==> config.mk <==
export PLATFORM = sky130hd
export DESIGN_NAME = i2c_target_stretch
export DESIGN_NICKNAME = d
export VERILOG_FILES = /design/src/rtl/i2c_target_stretch.sv
export SDC_FILE = /design/constraint.sdc
export NUM_CORES = 1
export LEC_CHECK = 0
export ABC_AREA = 1
export CAP_MARGIN = 5
export CORE_MARGIN = 5
export CORE_UTILIZATION = 61
export DETAILED_ROUTE_END_ITERATION = 6
export PLACE_DENSITY = 0.86
export SYNTH_ARGS = -nofsm -noshare
export SYNTH_HDL_FRONTEND = slang
export SYNTH_SLANG_ARGS = --single-unit
==> constraint.sdc <==
create_clock -name clk -period 3.5 [get_ports clk]
set_clock_uncertainty 0.2 [all_clocks]
set_input_delay 0.7 -clock clk [delete_from_list [all_inputs] [get_ports clk]]
set_output_delay 0.7 -clock clk [all_outputs]
set_load 0.005 [all_outputs]
==> src/rtl/i2c_target_stretch.sv <==
`timescale 1ns/1ps
`default_nettype none
// ============================================================================
//  Module   : i2c_target_stretch
//  Purpose  : I2C target with 1..2 byte sub-address, repeated START, digital
//             glitch filter, auto-incrementing application address and SCL
//             clock stretching while the application prepares read data.
//  Revision : 1.0  initial release
// ============================================================================
module i2c_target_stretch #(
   parameter logic [6:0] SLAVE_ADDR    = 7'h70,
   parameter int         SUBADDR_BYTES = 1,
   parameter int         FILTER_LEN    = 3,
   parameter int         STRETCH_MAX   = 255,
   localparam int        ADDR_W        = 8 * SUBADDR_BYTES
) (
   input  logic              clk,
   input  logic              rst_n,
   input  logic              ena,
   input  logic              sda_i,
   output logic              sda_o,
   output logic              sda_oe,
   input  logic              scl_i,
   output logic              scl_o,
   output logic              scl_oe,
   output logic [ADDR_W-1:0] addr,
   output logic [7:0]        wdata,
   output logic              we,
   output logic              wr_rdn,
   output logic              re,
   input  logic [7:0]        rdata,
   input  logic              rvalid,
   output logic              busy,
   output logic              rd_timeout
);

   localparam int FCNT_W = $clog2(FILTER_LEN);
   localparam int TMO_W  = $clog2(STRETCH_MAX + 1);

   typedef enum logic [3:0] {
      IDLE     = 4'd0,
      ADDR     = 4'd1,
      ADDR_ACK = 4'd2,
      SUB      = 4'd3,
      SUB_ACK  = 4'd4,
      WR_DATA  = 4'd5,
      WR_ACK   = 4'd6,
      RD_REQ   = 4'd7,
      RD_DATA  = 4'd8,
      RD_ACK   = 4'd9
   } state_t;

   // Open-drain pads: only the output enables ever toggle.
   assign sda_o = 1'b0;
   assign scl_o = 1'b0;

   // ------------------------------------------------------------------
   // Line conditioning. Index 0 = SDA, index 1 = SCL.
   // ------------------------------------------------------------------
   logic [1:0]        pad_in;
   logic [1:0]        sync1;
   logic [1:0]        sync2;
   logic [1:0]        filt;
   logic [1:0]        filt_d;
   logic [FCNT_W-1:0] fcnt [2];

   assign pad_in = {scl_i, sda_i};

   // Synchronise both pads and only flip a filtered level after FILTER_LEN
   // consecutive samples that disagree with it.
   always_ff @(posedge clk or negedge rst_n) begin
      if (!rst_n) begin
         sync1  <= 2'b11;
         sync2  <= 2'b11;
         filt   <= 2'b11;
         filt_d <= 2'b11;
         for (int i = 0; i < 2; i++) fcnt[i] <= '0;
      end else begin
         sync1  <= pad_in;
         sync2  <= sync1;
         filt_d <= filt;
         for (int i = 0; i < 2; i++) begin
            if (sync2[i] != filt[i]) begin
               if (fcnt[i] == FCNT_W'(FILTER_LEN - 1)) begin
                  filt[i] <= sync2[i];
                  fcnt[i] <= '0;
               end else begin
                  fcnt[i] <= fcnt[i] + 1'b1;
               end
            end else begin
               fcnt[i] <= '0;
            end
         end
      end
   end

   logic sda_f;
   logic scl_rise;
   logic scl_fall;
   logic start_det;
   logic stop_det;

   assign sda_f    = filt[0];
   assign scl_rise =  filt[1] & ~filt_d[1];
   assign scl_fall = ~filt[1] &  filt_d[1];
   // SCL must have been high on both sides of the SDA edge. When read data
   // is loaded, SDA may fall in the same cycle SCL is released; that must
   // not look like a START.
   assign start_det = ~sda_f &  filt_d[0] & filt[1] & filt_d[1];
   assign stop_det  =  sda_f & ~filt_d[0] & filt[1] & filt_d[1];

   // ------------------------------------------------------------------
   // Protocol FSM
   // ------------------------------------------------------------------
   state_t            state,      state_nx;
   logic [3:0]        bit_cnt,    bit_cnt_nx;
   logic [7:0]        shreg,      shreg_nx;
   logic              sub_idx,    sub_idx_nx;
   logic [TMO_W-1:0]  tmo_cnt,    tmo_cnt_nx;
   logic [ADDR_W-1:0] addr_nx;
   logic [7:0]        wdata_nx;
   logic              we_nx, re_nx, wr_rdn_nx, busy_nx, rd_timeout_nx;
   logic              sda_oe_nx, scl_oe_nx;
   logic              byte_done;

   assign byte_done = (bit_cnt == 4'd8);

   // State and datapath registers; every pad-facing output is registered.
   always_ff @(posedge clk or negedge rst_n) begin
      if (!rst_n) begin
         state      <= IDLE;
         bit_cnt    <= '0;
         shreg      <= '0;
         sub_idx    <= 1'b0;
         tmo_cnt    <= '0;
         addr       <= '0;
         wdata      <= '0;
         we         <= 1'b0;
         re         <= 1'b0;
         wr_rdn     <= 1'b0;
         busy       <= 1'b0;
         rd_timeout <= 1'b0;
         sda_oe     <= 1'b0;
         scl_oe     <= 1'b0;
      end else begin
         state      <= state_nx;
         bit_cnt    <= bit_cnt_nx;
         shreg      <= shreg_nx;
         sub_idx    <= sub_idx_nx;
         tmo_cnt    <= tmo_cnt_nx;
         addr       <= addr_nx;
         wdata      <= wdata_nx;
         we         <= we_nx;
         re         <= re_nx;
         wr_rdn     <= wr_rdn_nx;
         busy       <= busy_nx;
         rd_timeout <= rd_timeout_nx;
         sda_oe     <= sda_oe_nx;
         scl_oe     <= scl_oe_nx;
      end
   end

   // Next-state and next-output logic; ena, START and STOP override the
   // per-state behaviour in that order.
   always_comb begin
      state_nx      = state;
      bit_cnt_nx    = bit_cnt;
      shreg_nx      = shreg;
      sub_idx_nx    = sub_idx;
      tmo_cnt_nx    = tmo_cnt;
      addr_nx       = addr;
      wdata_nx      = wdata;
      wr_rdn_nx     = wr_rdn;
      busy_nx       = busy;
      sda_oe_nx     = sda_oe;
      scl_oe_nx     = scl_oe;
      we_nx         = 1'b0;
      re_nx         = 1'b0;
      rd_timeout_nx = 1'b0;

      if (!ena) begin
         state_nx   = IDLE;
         bit_cnt_nx = '0;
         busy_nx    = 1'b0;
         sda_oe_nx  = 1'b0;
         scl_oe_nx  = 1'b0;
      end else if (start_det) begin
         state_nx   = ADDR;
         bit_cnt_nx = '0;
         sda_oe_nx  = 1'b0;
         scl_oe_nx  = 1'b0;
      end else if (stop_det) begin
         state_nx   = IDLE;
         bit_cnt_nx = '0;
         busy_nx    = 1'b0;
         sda_oe_nx  = 1'b0;
         scl_oe_nx  = 1'b0;
      end else begin
         case (state)
            IDLE: ;

            ADDR: begin
               if (scl_rise) begin
                  shreg_nx   = {shreg[6:0], sda_f};
                  bit_cnt_nx = bit_cnt + 4'd1;
               end else if (scl_fall && byte_done) begin
                  if (shreg[7:1] == SLAVE_ADDR) begin
                     state_nx  = ADDR_ACK;
                     sda_oe_nx = 1'b1;
                     busy_nx   = 1'b1;
                     wr_rdn_nx = ~shreg[0];
                  end else begin
                     state_nx = IDLE;
                     busy_nx  = 1'b0;
                  end
               end
            end

            ADDR_ACK: begin
               if (scl_fall) begin
                  sda_oe_nx  = 1'b0;
                  bit_cnt_nx = '0;
                  if (wr_rdn) begin
                     state_nx   = SUB;
                     sub_idx_nx = 1'b0;
                  end else begin
                     state_nx   = RD_REQ;
                     re_nx      = 1'b1;
                     scl_oe_nx  = 1'b1;
                     tmo_cnt_nx = '0;
                  end
               end
            end

            SUB: begin
               if (scl_rise) begin
                  shreg_nx   = {shreg[6:0], sda_f};
                  bit_cnt_nx = bit_cnt + 4'd1;
               end else if (scl_fall && byte_done) begin
                  state_nx  = SUB_ACK;
                  sda_oe_nx = 1'b1;
               end
            end

            SUB_ACK: begin
               if (scl_fall) begin
                  sda_oe_nx  = 1'b0;
                  bit_cnt_nx = '0;
                  // Sub-address bytes arrive most significant first.
                  for (int i = 0; i < SUBADDR_BYTES; i++) begin
                     if (int'(sub_idx) == i) addr_nx[ADDR_W-1-8*i -: 8] = shreg;
                  end
                  if (int'(sub_idx) < SUBADDR_BYTES - 1) begin
                     sub_idx_nx = sub_idx + 1'b1;
                     state_nx   = SUB;
                  end else begin
                     state_nx = WR_DATA;
                  end
               end
            end

            WR_DATA: begin
               if (scl_rise) begin
                  shreg_nx   = {shreg[6:0], sda_f};
                  bit_cnt_nx = bit_cnt + 4'd1;
               end else if (scl_fall && byte_done) begin
                  state_nx  = WR_ACK;
                  sda_oe_nx = 1'b1;
                  we_nx     = 1'b1;
                  wdata_nx  = shreg;
               end
            end

            WR_ACK: begin
               if (scl_fall) begin
                  sda_oe_nx  = 1'b0;
                  bit_cnt_nx = '0;
                  addr_nx    = addr + 1'b1;
                  state_nx   = WR_DATA;
               end
            end

            RD_REQ: begin
               // SCL is held low here; rvalid may already be high with re.
               if (rvalid) begin
                  shreg_nx   = rdata;
                  sda_oe_nx  = ~rdata[7];
                  scl_oe_nx  = 1'b0;
                  bit_cnt_nx = '0;
                  state_nx   = RD_DATA;
               end else if (tmo_cnt == TMO_W'(STRETCH_MAX - 1)) begin
                  shreg_nx      = 8'hFF;
                  sda_oe_nx     = 1'b0;
                  scl_oe_nx     = 1'b0;
                  rd_timeout_nx = 1'b1;
                  bit_cnt_nx    = '0;
                  state_nx      = RD_DATA;
               end else begin
                  tmo_cnt_nx = tmo_cnt + 1'b1;
               end
            end

            RD_DATA: begin
               if (scl_rise) begin
                  bit_cnt_nx = bit_cnt + 4'd1;
               end else if (scl_fall) begin
                  if (byte_done) begin
                     sda_oe_nx  = 1'b0;
                     bit_cnt_nx = '0;
                     state_nx   = RD_ACK;
                  end else begin
                     shreg_nx  = {shreg[6:0], 1'b0};
                     sda_oe_nx = ~shreg[6];
                  end
               end
            end

            RD_ACK: begin
               // A NAK ends the read at once; an ACK fetches the next byte.
               if (scl_rise && sda_f) begin
                  state_nx = IDLE;
                  busy_nx  = 1'b0;
               end else if (scl_fall) begin
                  addr_nx    = addr + 1'b1;
                  state_nx   = RD_REQ;
                  re_nx      = 1'b1;
                  scl_oe_nx  = 1'b1;
                  tmo_cnt_nx = '0;
               end
            end

            default: state_nx = IDLE;
         endcase
      end
   end

endmodule
`default_nettype wire

==> summary.md, run 1 <==
| Metric | Value |
|---|---|
| Placed cell area | `3860 sq um` |
| Clk sinks | `59` |
| CTS tree | `yes` |
| Final instance area | `4050 sq um` |
| Setup_tns | `0 ns` |
| Hold crit path type | `register to register` |
| Post-CTS Setup Repair Bufs | `0` |
| Status | `completed` |
| Hold Buf Count CTS | `0` |
| Minimum clock period | `2.39 ns` |
| Chip width | `85.7 um` |
| Worst-path cell chain | `nand2_4 -> o31ai_2 -> inv_2 -> o21ai_0 -> a21oi_1` |
| Die ar. | `7340 sq um` |
| CP max-delay cell | `o31ai_2` |
| TritonCTS Buffers | `9` |
| Area used by multi-input combinational logic | `1720 sq um` |
| Initial Utilization | `63.0%` |
| Slowest stage delay, CP | `0.81 ns` |
| Crit Path Category | `register to register` |
| Slew headroom | `33.5%` |
| Via/cell ratio | `5.58` |
| Register bit total from synthesis | `59` |
| CP Launch Type | `register` |
| Leakage power | `1.94 nW` |
| Fin nets | `505` |
| Syn avg cell area | `7.81 sq um` |
| Share of cells above drive strength 1 | `17.7%` |
| Largest net degree at the start of global routing | `60` |
| Routed length per instance | `14.5 um` |
| Final hold viol count | `0` |
| RSZ-0062 raised after global routing | `no` |
| Cell variety after synth | `37` |
| P&R area growth vs syn | `15.9%` |
| Max FO, Critical Path | `14` |
| EDFF count, synth | `0` |
| Via count | `3143` |
| Tcrit/Tclk final | `68.4%` |
| Least-Margin Pin Slew | `0.991 ns` |
| Iteration-0 DRC count of the detailed router | `196` |
| Post-CTS Resized | `0` |
| Port bufs | `36` |
| Clock transition at path regs | `0.08 ns` |
| Std-Cell Rows | `27` |
| Placer Congestion | `1.00` |
| Highest Clock Rate | `0.418 GHz` |
| Ant diodes | `0` |
| 1st-pass router iterations | `5` |
| Synthesized instance count | `447` |
| Total gr overflow | `0` |
| Setup violations, final | `0` |
| Synthesized area | `3490 sq um` |
| Worst EP required | `3.50 ns` |
| FFs w/ async S/R, synth | `100%` |
| Clock root buffer | `clkbuf_8` |
| Commonest non-fill, non-tap cell in the layout | `nand2_1` |
| Clock buffer depth | `2` |
| Initial antenna violation count | `0` |
| Final cell count without fillers | `563` |
| Tot Pwr | `2.07 mW` |
| Crit end category | `register` |
| Num ports | `39` |
| Max Slew Vio Count | `0` |
| Vias in the first global route | `2971` |
| H-tree lvl count | `3` |
| Die Y-Extent | `85.7 um` |
| Post-route antenna net violation count | `0` |
| Filler Cell Count | `423` |
| Post-synth top flop | `dfrtp_1` |
| Placed insts | `547` |
| Max_cap viols | `0` |
| Synth warnings | `0` |
| FF+latch area | `1490 sq um` |
| Total GRT Usage | `23.3%` |
| Power Density | `511 nW/um^2` |
| First-pass GRT wire length | `13600 um` |
| Core area | `5540 sq um` |
| DRC | `0` |
| CP Data Arrival Time | `2.39 ns` |
| Final wirelength | `8140 um` |
| Latest clock arrival within the worst-skew pair | `0.35 ns` |
| Register area share after synthesis | `42.6%` |
| Commonest cells after routing, fill and taps aside | `108 x nand2_1, 51 x dfrtp_1, 43 x inv_1` |
| VDD IR max | `0.437 mV` |
| Final HPWL DP | `6100 um` |
[worst max-delay path, delay by kind of cell (launching register included)]
family / cells / cell delay [ns]
AO/OA/AOI/OAI: 3 / 1.12
buffers and inverters: 1 / 0.17
AND/OR/NAND/NOR: 1 / 0.12
flip-flops: 1 / 0.64
[flip-flops by register name, indices dropped and copies added (netlist names), 2 cells and up]
register  cells
fcnt          4
filt          2
bit_cnt       4
tmo_cnt       8
wdata         8
filt_d        2
shreg         8
addr          8
sync2         2
state         4
sync1         2
[where the power goes]
| group | total [mW] | leakage, nW | internal [mW] | switching [mW] |
|---|---|---|---|---|
| combinational | 0.580 | 1.10 | 0.202 | 0.379 |
| clock | 0.579 | 0.0884 | 0.268 | 0.311 |
| sequential | 0.911 | 0.752 | 0.807 | 0.105 |
| total | 2.07 | 1.94 | 1.28 | 0.794 |
[path summary, 6_finish.rpt]
path / startpoint / end / slack (ns) / depth (start not counted)
max: state[2] / addr[4] / 1.11 / 5
min: sync1[0] / sync2[0] / 0.16 / 0
max reg2reg: state[2] / addr[4] / 1.11 / 5
min reg2reg: sync1[0] / sync2[0] / 0.16 / 0
max in group asynchronous: rst_n / fcnt[1] / 2.32 / 2
min in group asynchronous: rst_n / addr[3] / 0.29 / 2
[cell usage after synthesis, types with 8 or more instances]
master / n / area, sq um
nor3_1: 9 / 45.0
inv_1: 43 / 161
nand3_1: 31 / 155
nand2_2: 11 / 68.8
dfstp_2: 8 / 210
nor2_1: 37 / 139
o21ai_1: 9 / 45.0
a21oi_1: 14 / 70.1
nor2_2: 10 / 62.6
o21ai_0: 31 / 155
nand2_1: 108 / 405
inv_2: 9 / 33.8
dfrtp_1: 51 / 1280
[cells by family (layout without fill, tap and decap cells)]
logic type / count (synthesis) / in the layout / share of synthesized area, %
adders and majority gates: 5 / 5 / 1.79
AOI/OAI and AO/OA: 75 / 75 / 12.3
buffers and inverters: 64 / 107 / 8.38
DFF: 59 / 59 / 42.6
and+or+nand+nor: 237 / 237 / 33.3
other: 1 / 2 / 0.107
xor gates and xnor gates: 6 / 6 / 1.50
[routing by layer]
| layer | vias to the layer above | part of all wire [%] | track usage (%) |
|---|---|---|---|
| met5 | - | 0 | 0 |
| met4 | 0 | 2.0 | 8.49 |
| met3 | 17 | 6.3 | 5.67 |
| met2 | 105 | 49 | 39.9 |
| met1 | 1488 | 42 | 28.4 |
| li1 | 1533 | - | - |
[stage by stage]
step | worst slack, ns | hold slack, ns | util [%]
3_5_place_dp | 0.922 | 0.148 | 69.7
4_1_cts | 1.11 | 0.162 | 73.1
6_report | 1.11 | 0.159 | 73.1
5_1_grt | 0.897 | 0.170 | 73.1
3_3_place_gp | 0.991 | 0.148 | 69.7
2_1_floorplan | 1.69 | 0.145 | -
[final cells by class]
class / count / area share, %
clock inverter: 7 / 1.51
timing repair buffer: 37 / 8.96
sequential: 59 / 36.7
tap: 72 / 2.22
inverter: 54 / 5.13
multi-input combinational: 325 / 42.4
clock buffer: 9 / 3.06
Power figures use the tool's default switching activity.
==> run 2, diff against run 1 <==
CORE_UTILIZATION = 51   (was 61)
PLACE_DENSITY = 0.76   (was 0.86)
clock period = 2 ns   (was 3.5 ns; I/O delays follow)
==> run 2 against run 1 <==
First-iteration DRC count fell by 29%. Combinational power rose by 120%. Die area rose by 17%. Critical path depth rose by 6. Sequential share of layout area fell by 3.7 points. Highest routed layer unchanged. Hold slack got worse by 0.00080 ns. Global-route usage fell by 0.69 points. Sequential power rose by 76%.
==> summary.md, run 2 (synthesis gave the netlist of run 1 again) <==
| Metric | Value |
|---|---|
| Tcrit/Tclk final | `96.6% (+28 points)` |
| Final wirelength | `9180 um (+13%)` |
| Final HPWL DP | `6950 um (+14%)` |
| Port bufs | `36 (unchanged)` |
| Worst EP required | `2.07 ns (-1.43 ns)` |
| Crit Path Category | `register to register` |
| CP Data Arrival Time | `2.00 ns (-0.39 ns)` |
| Max Slew Vio Count | `0 (unchanged)` |
| Max FO, Critical Path | `5 (-9)` |
| Hold_sp | `sync1[0]` |
| Most used routing layer | `met2` |
| DRC | `0 (unchanged)` |
| Initial antenna violation count | `0 (unchanged)` |
| Initial Utilization | `52.0% (-11 points)` |
| Power Density | `899 nW/um^2 (+76%)` |
| Commonest cells after routing, fill and taps aside | `103 x nand2_1, 47 x dfrtp_1, 42 x inv_1` |
| Largest net degree at the start of global routing | `41 (-32%)` |
| Final hold viol count | `0 (unchanged)` |
| Worst r2r dst | `state[3]` |
| Setup_tns | `0 ns (unchanged)` |
| Clock root buffer | `clkbuf_8` |
| Num ports | `39 (unchanged)` |
| Clk sinks | `59 (unchanged)` |
| Die Y-Extent | `92.8 um (+8.3%)` |
| Hold crit path type | `register to register` |
| Placed cell area | `4170 sq um (+8.0%)` |
| Iteration-0 DRC count of the detailed router | `139 (-29%)` |
| Post-route antenna net violation count | `0 (unchanged)` |
| P&R area growth vs syn | `29.2%` |
| Via/cell ratio | `5.31 (-4.9%)` |
| Met1 Usage GRT | `28.7% (+0.27 points)` |
| Std-Cell Rows | `30 (+11%)` |
| WHS | `0.158 ns (-0.000797 ns)` |
| Commonest non-fill, non-tap cell in the layout | `nand2_1` |
| Clock transition at path regs | `0.07 ns (about the same)` |
| Minimum clock period | `1.93 ns (-0.462 ns)` |
| Highest Clock Rate | `0.518 GHz (+24%)` |
| Final instance area | `4510 sq um (+11%)` |
| Hold-critical path endpoint | `sync2[0]` |
| Chip width | `92.8 um (+8.3%)` |
| Leakage power | `2.16 nW (+12%)` |
| Clk network pwr share | `28.9% (+1.0 points)` |
| First-pass GRT wire length | `15300 um (+12%)` |
| Sw Share | `35.7% (-2.6 points)` |
| Setup violations, final | `0 (unchanged)` |
| Max_cap viols | `0 (unchanged)` |
| Core area | `6720 sq um (+21%)` |
| TritonCTS Buffers | `9 (unchanged)` |
| Grt met2 use | `37.7% (-2.2 points)` |
| Status | `completed` |
| Crit end category | `register` |
| Total gr overflow | `0 (unchanged)` |
| Comb pwr share | `31.7% (+3.7 points)` |
| RSZ-0062 raised after global routing | `yes` |
| Fin nets | `540 (+6.9%)` |
| NetSw | `1.45 mW (+83%)` |
| Reg2Reg Depth | `11 (+6)` |
| Placer Congestion | `0.940 (-6.3%)` |
| Clock buffer depth | `2 (unchanged)` |
| Hold Crit Depth | `0 (unchanged)` |
| Met3 Resource Use GR | `5.69% (+0.019 points)` |
| 1st-pass router iterations | `4 (-1)` |
| Latest clock arrival within the worst-skew pair | `0.34 ns (about the same)` |
| Ant diodes | `0 (unchanged)` |
| Share of cells above drive strength 1 | `26.0% (+8.3 points)` |
| Routed length per instance | `15.2 um (+4.8%)` |
| Vias in the first global route | `3163 (+6.5%)` |
| Via count | `3216 (+2.3%)` |
| Die ar. | `8600 sq um (+17%)` |
| CP Launch Type | `register` |
| Total GRT Usage | `22.6% (-0.69 points)` |
| Tot Pwr | `4.06 mW (+96%)` |
| H-tree lvl count | `3 (unchanged)` |
| CTS tree | `yes` |
| Sequential power share | `39.4% (-4.6 points)` |
| FF-to-FF setup slack | `0.07 ns (-1.04 ns)` |
| VDD IR max | `0.698 mV (+59%)` |
| Int Power | `2.61 mW (+100%)` |
| RR Startpoint | `filt[1]` |
==> run 2: power groups by stage <==
stage	Sequential (mW)	Combinational [mW]	Clock (mW)
floorplan	1.56	0.749	0
global placement	1.62	1.11	0
detailed placement	1.62	1.13	0
CTS	1.60	1.15	1.20
global route	1.63	1.44	1.27
finish	1.60	1.29	1.17
==> run 2: critical path, stage by stage, from the launching register on <==
cell     delay [ns]
dfstp_2        0.59
buf_4          0.14
nand2_2        0.08
nor2_4         0.10
nor2_1         0.06
nor2_1         0.16
nand2_1        0.08
nand2_1        0.08
nand2_2        0.10
nor2_4         0.15
nand2_1        0.06
nand2_1        0.06
==> run 2: cell type report <==
class	count	area, sq um
Fill cell	553	2210
Multi-Input combinational cell	325	1790
Tap cell	80	100
Clock inverter	4	47.5
Clock buffer	12	165
Sequential cell	59	1490
Timing Repair Buffer	72	711
Inverter	54	208
==> run 2: metrics by stage <==
step / utilization, % / setup slack [ns] / std cells
2_1_floorplan: - / 0.194 / 448
3_3_place_gp: 62.1 / -0.0469 / 585
3_5_place_dp: 62.1 / -0.104 / 585
4_1_cts: 65.5 / -0.00373 / 602
5_1_grt: 67.2 / -0.0377 / 606
6_report: 67.2 / 0.0688 / 606
==> run 2: worst max-delay path by stage <==
stage	cells past startpoint	slack, ns	from	endpoint
after floorplan	10	0.19	filt[0]	tmo_cnt[2]
after global placement	6	-0.05	ena	we
after detailed placement	8	-0.10	ena	state[1]
after CTS	10	-0.004	filt[1]	state[1]
after global routing	11	-0.04	filt[1]	state[0]
final	11	0.07	filt[1]	state[3]
==> run 2: per-layer routing <==
layer  share of wire [%]  wire length [um]
met1                  44              4010
met2                  48              4430
met3                 5.3               486
met4                 2.8               257
met5                   0                 0
==> run 2: timing repair <==
action | 4_1_cts | 5_1_grt
buffers inserted | 0 | 4
endpoints found under the setup margin | 1 | 29
gates resized for setup | 1 | 30
pin swaps | 0 | 8
endpoints found under the hold margin | 11 | 0
hold buffers | 1 | 0
==> run 3, diff against run 2 <==
SLEW_MARGIN = 10   (was not set)
==> results of run 3 <==
No change in the layout: final DEF, timing and power equal those of run 2.
